===== config.mk =====
export PLATFORM = sky130hd
export DESIGN_NAME = nway_cache_tracker_table_flat
export DESIGN_NICKNAME = d
export VERILOG_FILES = /design/src/rtl/nway_cache_tracker_table_if.sv /design/src/rtl/nway_cache_tracker_table.sv /design/src/flat_wrapper.sv
export SDC_FILE = /design/constraint.sdc
export NUM_CORES = 1
export LEC_CHECK = 0
export CORE_ASPECT_RATIO = 0.75
export CORE_MARGIN = 1
export CORE_UTILIZATION = 53
export CTS_CLUSTER_DIAMETER = 80
export DETAILED_ROUTE_END_ITERATION = 8
export PLACE_DENSITY = 0.87
export SYNTH_ARGS = -nofsm -noshare
export SYNTH_HDL_FRONTEND = slang
export SYNTH_SLANG_ARGS = --single-unit

===== constraint.sdc =====
create_clock -name clk -period 4.1 [get_ports clk]
set_input_delay 1.23 -clock clk [delete_from_list [all_inputs] [get_ports clk]]
set_output_delay 1.23 -clock clk [all_outputs]
set_load 0.01 [all_outputs]

===== src/rtl/nway_cache_tracker_table_if.sv =====
// Allocation / issue / retire / lookup bundle of the n-way cache tracker table.
// master: trace capture and cache request path; slave: the tracker table itself.
interface nway_cache_tracker_table_if #(
  parameter int unsigned ENTRIES     = 8,
  parameter int unsigned ADDR_WIDTH  = 32,
  parameter int unsigned INDEX_WIDTH = 17
);
  localparam int unsigned SLOT_W = $clog2(ENTRIES);
  localparam int unsigned CNT_W  = $clog2(ENTRIES + 1);

  // Allocation
  logic                   alloc_valid;
  logic                   alloc_ready;
  logic [ADDR_WIDTH-1:0]  alloc_addr;
  logic [INDEX_WIDTH-1:0] alloc_index;
  logic [SLOT_W-1:0]      alloc_slot;

  // Issue
  logic                   issue_valid;
  logic                   issue_ready;
  logic [SLOT_W-1:0]      issue_slot;
  logic [ADDR_WIDTH-1:0]  issue_addr;
  logic [INDEX_WIDTH-1:0] issue_index;

  // Retire
  logic                   retire_valid;
  logic [SLOT_W-1:0]      retire_slot;
  logic                   retire_err;

  // Lookup and status
  logic [ADDR_WIDTH-1:0]  lookup_addr;
  logic                   lookup_hit;
  logic [SLOT_W-1:0]      lookup_slot;
  logic [CNT_W-1:0]       count;
  logic                   full;
  logic                   empty;

  modport master (
    output alloc_valid, alloc_addr, alloc_index, issue_ready, retire_valid, retire_slot,
           lookup_addr,
    input  alloc_ready, alloc_slot, issue_valid, issue_slot, issue_addr, issue_index,
           retire_err, lookup_hit, lookup_slot, count, full, empty
  );

  modport slave (
    input  alloc_valid, alloc_addr, alloc_index, issue_ready, retire_valid, retire_slot,
           lookup_addr,
    output alloc_ready, alloc_slot, issue_valid, issue_slot, issue_addr, issue_index,
           retire_err, lookup_hit, lookup_slot, count, full, empty
  );
endinterface


===== src/rtl/nway_cache_tracker_table.sv =====
// Table of outstanding memory requests. Each slot walks free -> pending -> processing -> free.
// Pending slots issue oldest-first using an age matrix: older_q[i][j] = 1 means slot j was
// allocated before slot i.
module nway_cache_tracker_table #(
  parameter int unsigned ENTRIES     = 8,
  parameter int unsigned ADDR_WIDTH  = 32,
  parameter int unsigned INDEX_WIDTH = 17
) (
  input logic                      clk,
  input logic                      rst,
  nway_cache_tracker_table_if.slave bus
);
  localparam int unsigned SLOT_W = $clog2(ENTRIES);
  localparam int unsigned CNT_W  = $clog2(ENTRIES + 1);

  // Slot state
  logic [ENTRIES-1:0]     occupied_q, occupied_d;
  logic [ENTRIES-1:0]     processing_q, processing_d;
  logic [ENTRIES-1:0]     older_q [ENTRIES];
  logic [ENTRIES-1:0]     older_d [ENTRIES];
  logic [ADDR_WIDTH-1:0]  mem_addr_q [ENTRIES];
  logic [INDEX_WIDTH-1:0] trace_index_q [ENTRIES];
  logic [CNT_W-1:0]       count_q, count_d;
  logic                   retire_err_q, retire_err_d;

  // Derived selections
  logic [ENTRIES-1:0] pending;
  logic               free_any;
  logic [SLOT_W-1:0]  alloc_slot;
  logic               issue_any;
  logic [SLOT_W-1:0]  issue_slot;
  logic               hit_any;
  logic [SLOT_W-1:0]  hit_slot;
  logic               alloc_ready;
  logic               issue_valid;
  logic               alloc_fire;
  logic               issue_fire;
  logic               retire_ok;

  // Lowest-numbered free slot; descending scan so the lowest index wins.
  always_comb begin
    free_any   = 1'b0;
    alloc_slot = '0;
    for (int i = ENTRIES - 1; i >= 0; i--) begin
      if (!occupied_q[i]) begin
        free_any   = 1'b1;
        alloc_slot = SLOT_W'(i);
      end
    end
  end

  // Oldest pending slot: pending with no older pending slot. At most one qualifies.
  always_comb begin
    pending    = occupied_q & ~processing_q;
    issue_any  = 1'b0;
    issue_slot = '0;
    for (int i = ENTRIES - 1; i >= 0; i--) begin
      if (pending[i] && ((older_q[i] & pending) == '0)) begin
        issue_any  = 1'b1;
        issue_slot = SLOT_W'(i);
      end
    end
  end

  // Address lookup over occupied slots, lowest match wins, 0 on miss.
  always_comb begin
    hit_any  = 1'b0;
    hit_slot = '0;
    for (int i = ENTRIES - 1; i >= 0; i--) begin
      if (occupied_q[i] && (mem_addr_q[i] == bus.lookup_addr)) begin
        hit_any  = 1'b1;
        hit_slot = SLOT_W'(i);
      end
    end
  end

  // Handshake qualification; nothing fires while reset is held.
  always_comb begin
    alloc_ready = !rst && free_any;
    issue_valid = !rst && issue_any;
    alloc_fire  = bus.alloc_valid && alloc_ready;
    issue_fire  = issue_valid && bus.issue_ready;
    retire_ok   = !rst && bus.retire_valid && occupied_q[bus.retire_slot] &&
                  processing_q[bus.retire_slot];
  end

  // Next-state: retire first, then issue and allocate (always distinct slots).
  always_comb begin
    occupied_d   = occupied_q;
    processing_d = processing_q;
    older_d      = older_q;
    count_d      = count_q + CNT_W'(alloc_fire) - CNT_W'(retire_ok);
    // A retire on a free or still-pending slot is dropped and flagged next cycle.
    retire_err_d = !rst && bus.retire_valid && !retire_ok;

    if (retire_ok) begin
      occupied_d[bus.retire_slot]   = 1'b0;
      processing_d[bus.retire_slot] = 1'b0;
      older_d[bus.retire_slot]      = '0;
    end

    if (issue_fire) begin
      processing_d[issue_slot] = 1'b1;
    end

    if (alloc_fire) begin
      // Newcomer is younger than every slot still occupied and older than nobody.
      for (int i = 0; i < ENTRIES; i++) begin
        older_d[i][alloc_slot] = 1'b0;
      end
      older_d[alloc_slot]      = occupied_d;
      occupied_d[alloc_slot]   = 1'b1;
      processing_d[alloc_slot] = 1'b0;
    end
  end

  // Control state registers with synchronous reset.
  always_ff @(posedge clk) begin
    if (rst) begin
      occupied_q   <= '0;
      processing_q <= '0;
      count_q      <= '0;
      retire_err_q <= 1'b0;
      for (int i = 0; i < ENTRIES; i++) begin
        older_q[i] <= '0;
      end
    end else begin
      occupied_q   <= occupied_d;
      processing_q <= processing_d;
      count_q      <= count_d;
      retire_err_q <= retire_err_d;
      for (int i = 0; i < ENTRIES; i++) begin
        older_q[i] <= older_d[i];
      end
    end
  end

  // Request payload, captured on allocation; only meaningful while occupied.
  always_ff @(posedge clk) begin
    if (alloc_fire) begin
      mem_addr_q[alloc_slot]    <= bus.alloc_addr;
      trace_index_q[alloc_slot] <= bus.alloc_index;
    end
  end

  // Output drive, all from registered state.
  always_comb begin
    bus.alloc_ready = alloc_ready;
    bus.alloc_slot  = alloc_slot;
    bus.issue_valid = issue_valid;
    bus.issue_slot  = issue_slot;
    bus.issue_addr  = mem_addr_q[issue_slot];
    bus.issue_index = trace_index_q[issue_slot];
    bus.lookup_hit  = hit_any;
    bus.lookup_slot = hit_slot;
    bus.count       = count_q;
    bus.full        = (count_q == CNT_W'(ENTRIES));
    bus.empty       = (count_q == '0);
    bus.retire_err  = retire_err_q;
  end
endmodule


===== src/flat_wrapper.sv =====
// flat-port wrapper written by rule: the top's interface ports become plain ports
module nway_cache_tracker_table_flat 
#(
  parameter int unsigned ENTRIES     = 8,
  parameter int unsigned ADDR_WIDTH  = 32,
  parameter int unsigned INDEX_WIDTH = 17
)
  (clk, rst, bus_alloc_valid, bus_alloc_addr, bus_alloc_index, bus_issue_ready, bus_retire_valid, bus_retire_slot, bus_lookup_addr, bus_alloc_ready, bus_alloc_slot, bus_issue_valid, bus_issue_slot, bus_issue_addr, bus_issue_index, bus_retire_err, bus_lookup_hit, bus_lookup_slot, bus_count, bus_full, bus_empty);
  nway_cache_tracker_table_if #(.ENTRIES(ENTRIES), .ADDR_WIDTH(ADDR_WIDTH), .INDEX_WIDTH(INDEX_WIDTH)) bus_i ();
  input logic clk;
  input logic rst;
  input wire logic [$bits(bus_i.alloc_valid)-1:0] bus_alloc_valid;
  input wire logic [$bits(bus_i.alloc_addr)-1:0] bus_alloc_addr;
  input wire logic [$bits(bus_i.alloc_index)-1:0] bus_alloc_index;
  input wire logic [$bits(bus_i.issue_ready)-1:0] bus_issue_ready;
  input wire logic [$bits(bus_i.retire_valid)-1:0] bus_retire_valid;
  input wire logic [$bits(bus_i.retire_slot)-1:0] bus_retire_slot;
  input wire logic [$bits(bus_i.lookup_addr)-1:0] bus_lookup_addr;
  output wire logic [$bits(bus_i.alloc_ready)-1:0] bus_alloc_ready;
  output wire logic [$bits(bus_i.alloc_slot)-1:0] bus_alloc_slot;
  output wire logic [$bits(bus_i.issue_valid)-1:0] bus_issue_valid;
  output wire logic [$bits(bus_i.issue_slot)-1:0] bus_issue_slot;
  output wire logic [$bits(bus_i.issue_addr)-1:0] bus_issue_addr;
  output wire logic [$bits(bus_i.issue_index)-1:0] bus_issue_index;
  output wire logic [$bits(bus_i.retire_err)-1:0] bus_retire_err;
  output wire logic [$bits(bus_i.lookup_hit)-1:0] bus_lookup_hit;
  output wire logic [$bits(bus_i.lookup_slot)-1:0] bus_lookup_slot;
  output wire logic [$bits(bus_i.count)-1:0] bus_count;
  output wire logic [$bits(bus_i.full)-1:0] bus_full;
  output wire logic [$bits(bus_i.empty)-1:0] bus_empty;
  assign bus_i.alloc_valid = bus_alloc_valid;
  assign bus_i.alloc_addr = bus_alloc_addr;
  assign bus_i.alloc_index = bus_alloc_index;
  assign bus_i.issue_ready = bus_issue_ready;
  assign bus_i.retire_valid = bus_retire_valid;
  assign bus_i.retire_slot = bus_retire_slot;
  assign bus_i.lookup_addr = bus_lookup_addr;
  assign bus_alloc_ready = bus_i.alloc_ready;
  assign bus_alloc_slot = bus_i.alloc_slot;
  assign bus_issue_valid = bus_i.issue_valid;
  assign bus_issue_slot = bus_i.issue_slot;
  assign bus_issue_addr = bus_i.issue_addr;
  assign bus_issue_index = bus_i.issue_index;
  assign bus_retire_err = bus_i.retire_err;
  assign bus_lookup_hit = bus_i.lookup_hit;
  assign bus_lookup_slot = bus_i.lookup_slot;
  assign bus_count = bus_i.count;
  assign bus_full = bus_i.full;
  assign bus_empty = bus_i.empty;
  nway_cache_tracker_table #(.ENTRIES(ENTRIES), .ADDR_WIDTH(ADDR_WIDTH), .INDEX_WIDTH(INDEX_WIDTH)) u_core (.clk(clk), .rst(rst), .bus(bus_i));
endmodule

==> key figures, run 1 <==
Clock network
  • Worst-Skew Late Latency: 0.60 ns
  • CTS Buffer Depth: 3
  • H-tree depth: 2
  • Clk root buf: clkbuf_16
  • Post-cts hold buffer count: 0
  • Clock transition at path regs: 0.07 ns
  • Clock sink total: 477
  • TritonCTS Buffers: 46
  • CTS tree: done

Synthesis
  • Synth top area cells: edfxtp_1, dfxtp_1, xnor2_1, mux2i_1, xor2_1
  • Post-Synth XOR/XNOR Area: 10.3%
  • Compound-Gate Fraction of Synth Area: 10.0%
  • Syn_area_per_cell: 13.3 sq um
  • Synth Area in Adders: 0.435%
  • Seq/Total Area, Yosys: 61.6%
  • Cell taking the most area after synthesis: edfxtp_1
  • Multiplexer share of the synthesized area: 6.77%
  • Largest family of logic cells by synthesized area: XOR/XNOR gates
  • Post-Syn Area: 0.0219 sq mm
  • Async SR Flop Fraction: 0%
  • Ys flop type: edfxtp_1
  • EDFF count, synth: 392
  • Syn. warnings: 0
  • Synth unique cells: 69
  • #FFs+latches synth: 477
  • Post-synthesis simple-gate area fraction: 8.20%
  • Mapped Cells: 1,641
  • Yosys top cell area share: 53.8%
  • Post-synthesis net count: 1,737

STA
  • Worst relative slew slack: 49.5%
  • Least-Margin Pin Slew: 0.757 ns
  • Tcrit/Tclk final: 116%
  • Achievable Freq: 210 MHz
  • Min Tclk post-route: 4.75 ns
  • Final Max Tran Viols: 0
  • Setup ws final: -0.654 ns
  • Final setup viols: 53
  • Fin. Hold Viols: 0
  • Worst Skew: 0.0377 ns
  • Unrepaired setup endpoints after global routing: yes
  • Setup_tns: -30.20 ns

Critical path
  • Critical path class: flop to output port
  • Worst Path Required: 2.87 ns
  • Crit path arrival time: 3.52 ns
  • Max FO, Critical Path: 8
  • CP Capture Type: output port
  • CP startpoint kind: flop

Routing
  • Via Count: 18,000
  • Met1 Routed Length: 34,200 um
  • Met2 WL post-DR: 38,200 um
  • Avg Vias per Cell: 6.76
  • DRT Pass-1 Iters: 7
  • DRT antenna net count: 0
  • Routed WL: 89,100 um
  • First DRT Iteration DRCs: 3,176
  • Max Used Layer: met5
  • DR WL met3: 13,100 um
  • Residual DRC: 0
  • Wirelength per Cell: 33.4 um

Run status
  • Failing checks: negative setup slack
  • Status: finished with violations

Cells and area
  • Sequential Area: 0.0135 sq mm
  • # fillers: 2,398
  • Area growth from synthesis to layout: 38.6%
  • Footprint of the multi-input gates: 0.00947 sq mm
  • Layout cells sized above 1: 34.1%
  • Final nets: 2,193
  • Fin util: 74.4%

Floorplan
  • Row Count: 64
  • Die height: 178 um
  • Num ports: 157
  • Die area: 0.0421 sq mm
  • Core area: 0.0408 sq mm
  • Die width: 237 um
  • Starting Density: 53.7%

GRT
  • Initial antenna violation count: 11
  • Tot GR Track Use: 40.5%
  • Vias in the first global route: 17,000
  • Maximum number of pins on one net before global-route repair: 63
  • First-pass GRT wire length: 122,000 um
  • Total gr overflow: 0

Hold path
  • Worst Hold Class: flop to flop

Pwr
  • Worst vdd ir: 0.506 mV
  • Pleak: 11.6 nW
  • Pwr Density: 356 mW/mm^2

Run
  • Maxcap violations: 0

Place
  • Port bufs: 156
  • GPL Wtd Cong: 1.06
  • DP Wirelength: 54,200 um
cell families after synthesis:
family	Yosys count
AO/OA/AOI/OAI	297
multiplexers	148
AND/OR/NAND/NOR	324
adder cells (fa/ha/maj)	7
flip-flops	477
buffers and inverters	130
XOR/XNOR	258
layout by cell type, fill, tap and decap left out, types with 10 or more instances in the layout:
master	instances
nand3_1	28
dfxtp_1	78
o21ai_0	10
buf_6	38
a22oi_2	49
a21oi_1	47
clkbuf_16	50
nand2_1	38
edfxtp_1	392
buf_2	68
and2_1	12
a22oi_1	34
nand3b_1	14
xnor2_4	16
nor2_1	51
inv_1	18
buf_8	10
clkinv_1	11
clkdlybuf4s50_1	67
xnor2_2	42
xor2_4	12
mux2i_1	144
nor4_1	11
o211ai_1	51
o22a_1	49
buf_4	257
buf_16	16
xor2_1	62
nor3_1	24
nand4_1	51
buf_12	50
xnor2_1	119
layout make-up:
class / instances / share of cell area [%]
sequential: 477 / 44.5
multi-input combinational: 1034 / 31.3
timing repair buffer: 515 / 16.8
clock buffer: 55 / 4.01
tap: 528 / 2.18
clock inverter: 30 / 0.929
inverter: 23 / 0.285
antenna: 3 / 0.0248
state kept, by name (all words and copies together), names as in the netlist:
name	cells
u_core.mem_addr_q	256
u_core.trace_index_q	136
u_core.older_q	64
u_core.occupied_q	8
u_core.processing_q	8
u_core.bus.count	4
u_core.bus.retire_err	1
critical path, stage by stage, from the launching register on:
cell and delay (ns):
dfxtp_4 0.37, nor2b_4 0.34, a2111oi_4 0.16, and4_1 0.20
or3_4 0.39, o22a_4 0.31, nor3_4 0.30, buf_12 0.17
buf_12 0.15, a22oi_2 0.07, o211ai_1 0.22, buf_2 0.22
routing by layer:
| metal | track usage, % | vias to the layer above |
|---|---|---|
| met2 | 59.7 | 1622 |
| met5 | 0 | - |
| met4 | 12.4 | 14 |
| met3 | 12.9 | 288 |
| met1 | 57.1 | 8923 |
| li1 | - | 7181 |
power breakdown:
part / leakage (nW) / switching, mW / internal (mW) / total (mW)
sequential: 4.23 / 0.0324 / 5.28 / 5.31
clock: 0.712 / 2.00 / 2.33 / 4.33
combinational: 6.63 / 0.618 / 0.524 / 1.14
final timing paths:
path / endpoint / depth (start not counted) / slack, ns / from
max: bus_issue_addr[4] / 11 / -0.65 / u_core.processing_q[4]
min: u_core.older_q[18] / 2 / 0.47 / u_core.older_q[18]
max reg2reg: u_core.older_q[2] / 12 / 0.91 / u_core.occupied_q[3]
min reg2reg: u_core.older_q[18] / 2 / 0.47 / u_core.older_q[18]
synth_stat cells (7+ instances only):
master / number
buf_4: 7
and2_1: 12
xnor2_1: 177
nor2_1: 58
a32oi_1: 8
nand4_1: 51
inv_1: 22
dfxtp_1: 85
buf_2: 19
nand3b_1: 14
and3_1: 7
a21oi_1: 50
edfxtp_1: 392
o21ai_0: 13
nor3_1: 30
o211ai_1: 51
nand3_1: 32
a22oi_1: 83
nor4_1: 27
o22a_1: 50
clkbuf_1: 72
mux2i_1: 148
xor2_1: 81
and4_1: 7
nand2_1: 41
or3_1: 10
stage by stage:
step	worst slack, ns	total power, mW	area (sq um)	cells	hold slack, ns
5_1_grt	-0.673	11.0	30300	2663	0.495
6_report	-0.654	10.8	30300	2665	0.475
3_3_place_gp	-1.59	6.33	26200	2504	0.434
4_1_cts	-0.538	10.6	29800	2650	0.465
2_1_floorplan	-0.0395	5.81	21900	1641	0.419
3_5_place_dp	-1.49	6.35	26200	2504	0.445
what timing repair did:
item | in CTS | in global routing
pin swaps | 160 | 36
endpoints found under the setup margin | 57 | 57
cloned | 14 | 3
gates resized for setup | 641 | 85
buffers inserted | 53 | 16
No activity file was read; power rests on OpenSTA's default activity.
==> run 2, diff against run 1 <==
--- a/config.mk
+++ b/config.mk
@@ -9,6 +9,7 @@
 export CORE_MARGIN = 1
 export CORE_UTILIZATION = 53
 export CTS_CLUSTER_DIAMETER = 80
+export CTS_CLUSTER_SIZE = 8
 export DETAILED_ROUTE_END_ITERATION = 8
 export PLACE_DENSITY = 0.87
 export SYNTH_ARGS = -nofsm -noshare
==> key figures, run 2 (synthesized netlist as in run 1, its figures left out) <==
Run status
  • Status: finished with violations
  • Failing checks: negative setup slack

STA
  • Worst relative slew slack: 48.0% (-1.6 points)
  • Min Tclk post-route: 4.83 ns (+0.0724 ns)
  • Unrepaired setup endpoints after global routing: yes
  • Final Max Tran Viols: 0 (unchanged)
  • Worst Skew: 0.0225 ns (-0.0153 ns)
  • Fin. Hold Viols: 0 (unchanged)
  • Final setup viols: 54 (+1.9%)
  • Achievable Freq: 207 MHz (-1.5%)
  • Setup_tns: -29.70 ns (+0.501 ns)
  • Least-Margin Pin Slew: 0.780 ns (+0.0230 ns)
  • Tcrit/Tclk final: 118% (+1.8 points)
  • Setup ws final: -0.726 ns (-0.0724 ns)

Hold path
  • Worst Hold Class: flop to flop
  • Hold Path Stages: 1 (-1)
  • Hold Startpoint: u_core.older_q[14]
  • WHS Endpoint: u_core.older_q[14]

Pwr
  • Clk network pwr share: 44.6% (+4.5 points)
  • Worst vdd ir: 0.442 mV (-13%)
  • Switching part of the total power: 24.2% (-0.32 points)
  • Comb pwr share: 9.7% (-0.9 points)
  • Tot Pwr: 11.7 mW (+8.2%)
  • Pwr Density: 380 mW/mm^2 (+6.8%)
  • Pleak: 11.7 nW (+1.5%)
  • Switch Pwr: 2.83 mW (+6.8%)
  • Sequential power share: 45.7% (-3.6 points)
  • Internal power: 8.84 mW (+8.7%)

Floorplan
  • Starting Density: 53.7% (unchanged)
  • Num ports: 157 (unchanged)
  • Die height: 178 um (unchanged)
  • Row Count: 64 (unchanged)
  • Die area: 0.0421 sq mm (unchanged)
  • Core area: 0.0408 sq mm (unchanged)
  • Die width: 237 um (unchanged)

Cells and area
  • Leading cell types in the layout, fill and taps excluded: edfxtp_1, buf_4, mux2i_1
  • Commonest non-fill, non-tap cell in the layout: edfxtp_1
  • Largest regs: u_core.mem_addr_q x256, u_core.trace_index_q x136, u_core.older_q x64
  • Reg with most FFs: u_core.mem_addr_q
  • Final nets: 2,214 (+0.96%)
  • Max FFs per register: 256 (unchanged)
  • Layout cells sized above 1: 35.3% (+1.2 points)
  • Area growth from synthesis to layout: 40.4%

Place
  • GPL Wtd Cong: 1.06 (unchanged)
  • Port bufs: 156 (unchanged)
  • DP Wirelength: 54,200 um (unchanged)

Clock network
  • TritonCTS Buffers: 69 (+50%)
  • H-tree depth: 3 (+1)
  • Clock sink total: 477 (unchanged)
  • Clk root buf: clkbuf_16
  • CTS Buffer Depth: 3 (unchanged)
  • Clock transition at path regs: 0.06 ns (about the same)
  • Post-cts hold buffer count: 0 (unchanged)
  • Worst-Skew Late Latency: 0.61 ns (about the same)
  • CTS tree: done

Critical path
  • Flop2flop setup slack: 0.86 ns (-0.05 ns)
  • Reg2Reg Depth: 11 (-1)
  • CP Capture Type: output port
  • Worst r2r src: u_core.occupied_q[6]
  • Max FO, Critical Path: 17 (+9)
  • Worst reg2reg path endpoint: u_core.older_q[5]
  • Critical path class: flop to output port
  • Crit path arrival time: 3.60 ns (+0.08 ns)
  • Worst Path Required: 2.87 ns (about the same)
  • CP startpoint kind: flop

Routing
  • Routed WL: 91,100 um (+2.3%)
  • Wirelength per Cell: 34.2 um (+2.2%)
  • DRT Pass-1 Iters: 6 (-1)
  • Residual DRC: 0 (unchanged)
  • First DRT Iteration DRCs: 3,165 (-0.35%)
  • DRT antenna net count: 0 (unchanged)
  • Avg Vias per Cell: 6.89 (+1.8%)
  • Via Count: 18,400 (+1.9%)

Run
  • Maxcap violations: 0 (unchanged)

GRT
  • Tot GR Track Use: 41.9% (+1.4 points)
  • Vias in the first global route: 17,500 (+2.9%)
  • Maximum number of pins on one net before global-route repair: 63 (unchanged)
  • Initial antenna violation count: 8 (-3)
  • First-pass GRT wire length: 125,000 um (+2.5%)
  • Total gr overflow: 0 (unchanged)
## run 2: metrics by stage
stage	area, sq um	hold slack [ns]	setup WS [ns]	utilization, %	cells
global route	30700	0.492	-0.727	75.3	2665
floorplan	21900	0.419	-0.0395	-	1641
detailed placement	26200	0.445	-1.49	64.4	2504
CTS	30200	0.461	-0.540	74.1	2655
global placement	26200	0.434	-1.59	64.4	2504
finish	30700	0.466	-0.726	75.3	2668
## run 2: cell type report
class	count	area, sq um
Fill cell	2316	10100
Sequential cell	477	13500
Inverter	23	86.3
Tap cell	528	661
Clock inverter	7	115
Clock buffer	81	1770
Multi-Input combinational cell	1035	9660
Antenna cell	5	12.5
Timing Repair Buffer	512	4910
## run 2: power groups by stage
stage          clock network [mW]  logic (mW)  registers, mW
2_1_floorplan                   0       0.400           5.41
3_3_place_gp                    0       0.924           5.41
3_5_place_dp                    0       0.940           5.41
4_1_cts                      5.13        1.04           5.32
5_1_grt                      5.40        1.16           5.32
6_report                     5.20        1.14           5.33
## run 2: worst max-delay path by stage
stage	slack, ns	start	cells after the start	end
after detailed placement	-1.49	bus_lookup_addr[29]	11	bus_lookup_slot[0]
after floorplan	-0.04	bus_lookup_addr[4]	9	bus_lookup_slot[0]
after global placement	-1.59	bus_lookup_addr[30]	11	bus_lookup_slot[2]
after global routing	-0.73	u_core.processing_q[4]	11	bus_issue_index[3]
final	-0.73	u_core.processing_q[4]	11	bus_issue_index[3]
after CTS	-0.54	u_core.occupied_q[4]	13	bus_issue_addr[30]
## run 2: metal layers
metal / track usage [%] / vias up / routed length, um
met2: 61.2 / 1763 / 39000
met1: 58.1 / 9022 / 33700
met3: 14.0 / 368 / 14000
li1: - / 7213 / -
met4: 15.2 / 6 / 4370
met5: 0 / - / 34
## run 2: timing repair
item,in CTS,in global routing
buffers inserted,57,14
gates resized for setup,643,112
setup endpoints to repair,57,57
pin swaps,145,67
gates cloned,14,2
## run 2: worst max-delay path, cell delays in order, from the launching register on
cell and delay [ns]:
dfxtp_4 0.37, nor2b_4 0.31, a2111oi_4 0.17, and4_1 0.20, or3_4 0.42, o22a_4 0.29, buf_4 0.19, buf_16 0.18
mux2i_1 0.22, o22a_1 0.25, o211ai_1 0.19, buf_2 0.19
==> run 3, diff against run 2 <==
--- a/config.mk
+++ b/config.mk
@@ -7,11 +7,12 @@
 export LEC_CHECK = 0
 export CORE_ASPECT_RATIO = 0.75
 export CORE_MARGIN = 1
-export CORE_UTILIZATION = 53
+export CORE_UTILIZATION = 56
 export CTS_CLUSTER_DIAMETER = 80
 export CTS_CLUSTER_SIZE = 8
 export DETAILED_ROUTE_END_ITERATION = 8
-export PLACE_DENSITY = 0.87
+export HOLD_SLACK_MARGIN = 0.06
+export PLACE_DENSITY = 0.88
 export SYNTH_ARGS = -nofsm -noshare
 export SYNTH_HDL_FRONTEND = slang
 export SYNTH_SLANG_ARGS = --single-unit
==> constraint.sdc (replaced) <==
create_clock -name clk -period 5.4 [get_ports clk]
set_input_delay 1.62 -clock clk [delete_from_list [all_inputs] [get_ports clk]]
set_output_delay 1.62 -clock clk [all_outputs]
set_load 0.01 [all_outputs]
==> key figures, run 3 (synthesized netlist as in run 1, its figures left out) <==
STA
  • Hold slack: 0.474 ns (+0.00817 ns)
  • Setup ws final: 0.0280 ns (+0.754 ns)
  • Worst relative slew slack: 42.8% (-5.2 points)
  • Fin. Hold Viols: 0 (unchanged)
  • Tcrit/Tclk final: 99.5%
  • Worst Skew: 0.0347 ns (+0.0122 ns)
  • Final setup viols: 0 (-100%)
  • Setup_tns: 0 ns (+29.70 ns)
  • Min Tclk post-route: 5.37 ns
  • Final Max Tran Viols: 0 (unchanged)
  • Least-Margin Pin Slew: 0.855 ns (+0.0752 ns)
  • Achievable Freq: 186 MHz

Cells and area
  • Sequential Area: 0.0135 sq mm (about the same)
  • Layout cells sized above 1: 24.4% (-11 points)
  • Area growth from synthesis to layout: 31.6%
  • Max FFs per register: 256 (unchanged)
  • Commonest non-fill, non-tap cell in the layout: edfxtp_1
  • Reg with most FFs: u_core.mem_addr_q
  • Largest regs: u_core.mem_addr_q x256, u_core.trace_index_q x136, u_core.older_q x64
  • Footprint of the multi-input gates: 0.00872 sq mm (-9.8%)
  • Final nets: 2,134 (-3.6%)
  • # fillers: 2,297 (-0.82%)
  • Leading cell types in the layout, fill and taps excluded: edfxtp_1, buf_4, mux2i_1
  • Cell Count, Final, Fillers Out: 2,573 (-3.6%)
  • Fin util: 75.0% (-0.36 points)

Hold path
  • Hold Startpoint: u_core.older_q[48]
  • Worst Hold Class: flop to flop
  • WHS Endpoint: u_core.older_q[48]
  • Hold Path Stages: 2 (+1)

Critical path
  • CP startpoint kind: input pin
  • CP Capture Type: output port
  • Crit path arrival time: 3.75 ns (+0.15 ns)
  • Critical path class: input pin to output port
  • Worst Path Required: 3.78 ns (+0.91 ns)
  • Flop2flop setup slack: 2.21 ns (+1.35 ns)
  • Max FO, Critical Path: 4 (-13)
  • Reg2Reg Depth: 13 (+2)
  • Worst reg2reg path endpoint: u_core.older_q[18]
  • Worst r2r src: u_core.occupied_q[6]

GRT
  • Vias in the first global route: 16,700 (-4.8%)
  • Maximum number of pins on one net before global-route repair: 63 (unchanged)
  • Tot GR Track Use: 39.4% (-2.5 points)
  • First-pass GRT wire length: 113,000 um (-9.3%)
  • Initial antenna violation count: 4 (-4)
  • Total gr overflow: 0 (unchanged)

Place
  • Port bufs: 156 (unchanged)
  • GPL Wtd Cong: 1.02 (-3.6%)
  • DP Wirelength: 52,200 um (-3.7%)
  • Pre-CTS WS: -1.02 ns (+0.474 ns)
  • Placed cells: 2,430 (-3.0%)

Routing
  • Avg Vias per Cell: 6.70 (-2.7%)
  • Routed WL: 79,400 um (-13%)
  • Via Count: 17,200 (-6.1%)
  • First DRT Iteration DRCs: 3,031 (-4.2%)
  • Wirelength per Cell: 30.9 um (-9.6%)
  • DRT Pass-1 Iters: 7 (+1)
  • Residual DRC: 0 (unchanged)
  • DRT antenna net count: 0 (unchanged)

Floorplan
  • Row Count: 62 (-3.1%)
  • Die width: 230 um (-2.7%)
  • Core area: 0.0384 sq mm (-5.8%)
  • Num ports: 157 (unchanged)
  • Starting Density: 57.0% (+3.3 points)
  • Die height: 173 um (-2.7%)
  • Die area: 0.0399 sq mm (-5.3%)

Clock network
  • Clk root buf: clkbuf_16
  • Clock transition at path regs: 0.05 ns (about the same)
  • H-tree depth: 3 (unchanged)
  • Clock sink total: 477 (unchanged)
  • CTS tree: done
  • Worst-Skew Late Latency: 0.61 ns (about the same)
  • CTS Buffer Depth: 3 (unchanged)
  • TritonCTS Buffers: 69 (unchanged)

Pwr
  • Pleak: 11.0 nW (-6.4%)
  • Pwr Density: 305 mW/mm^2 (-20%)
  • Worst vdd ir: 0.384 mV (-13%)

Run
  • Maxcap violations: 0 (unchanged)

Run status
  • Status: finished, final reports clean
run 3: final cells by class:
cell class / instances / share of cell area [%]
Timing Repair Buffer: 432 / 13.5
Tap cell: 512 / 2.23
Inverter: 23 / 0.300
Multi-Input combinational cell: 1035 / 30.3
Sequential cell: 477 / 46.8
Antenna cell: 3 / 0.0261
Clock inverter: 8 / 0.674
Clock buffer: 83 / 6.18
run 3: how the worst max path moves through the flow:
stage / start / to / slack, ns / cells past startpoint
floorplan: bus_lookup_addr[4] / bus_lookup_slot[0] / 0.29 / 9
global placement: bus_lookup_addr[30] / bus_lookup_slot[0] / -1.09 / 12
detailed placement: bus_lookup_addr[30] / bus_lookup_slot[2] / -1.02 / 11
CTS: u_core.occupied_q[4] / bus_issue_index[10] / -0.005 / 13
global route: bus_lookup_addr[6] / bus_lookup_slot[2] / -0.03 / 11
finish: bus_lookup_addr[27] / bus_lookup_hit / 0.03 / 10
run 3: worst max-delay path, cell delays in order:
cell	delay [ns]
dlygate4sd2_1	0.37
buf_4	0.19
xor2_1	0.43
nor3_2	0.11
nand3_4	0.10
nor4_4	0.05
nand2b_4	0.15
nand3b_1	0.16
or3_1	0.40
buf_2	0.16
run 3: repair_timing:
action / 4_1_cts / 5_1_grt
cloned: 1 / 0
setup endpoints to repair: 53 / 48
buffers inserted: 28 / 21
hold buffers: 0 / 0
resized for setup: 199 / 122
pin swaps: 46 / 32
run 3: metal layers:
metal	vias up	wire length, um	global-route usage [%]	part of all wire [%]
met1	8519	30700	56.0	39
li1	7054	-	-	-
met2	1459	34400	57.4	43
met3	212	11900	12.8	15
met4	2	2410	12.4	3.0
met5	-	17	0	0.021
run 3: power by group:
part | internal (mW) | leakage [nW] | switching [mW] | total, mW
clock network | 2.34 | 0.944 | 1.65 | 3.99
logic | 0.338 | 5.81 | 0.423 | 0.761
registers | 4.02 | 4.23 | 0.0219 | 4.04
run 3: metrics by stage:
stage               area, sq um  total power, mW
floorplan                 21900             4.41
global route              28800             8.98
global placement          25700             4.79
finish                    28800             8.79
CTS                       28400             8.74
detailed placement        25700             4.80
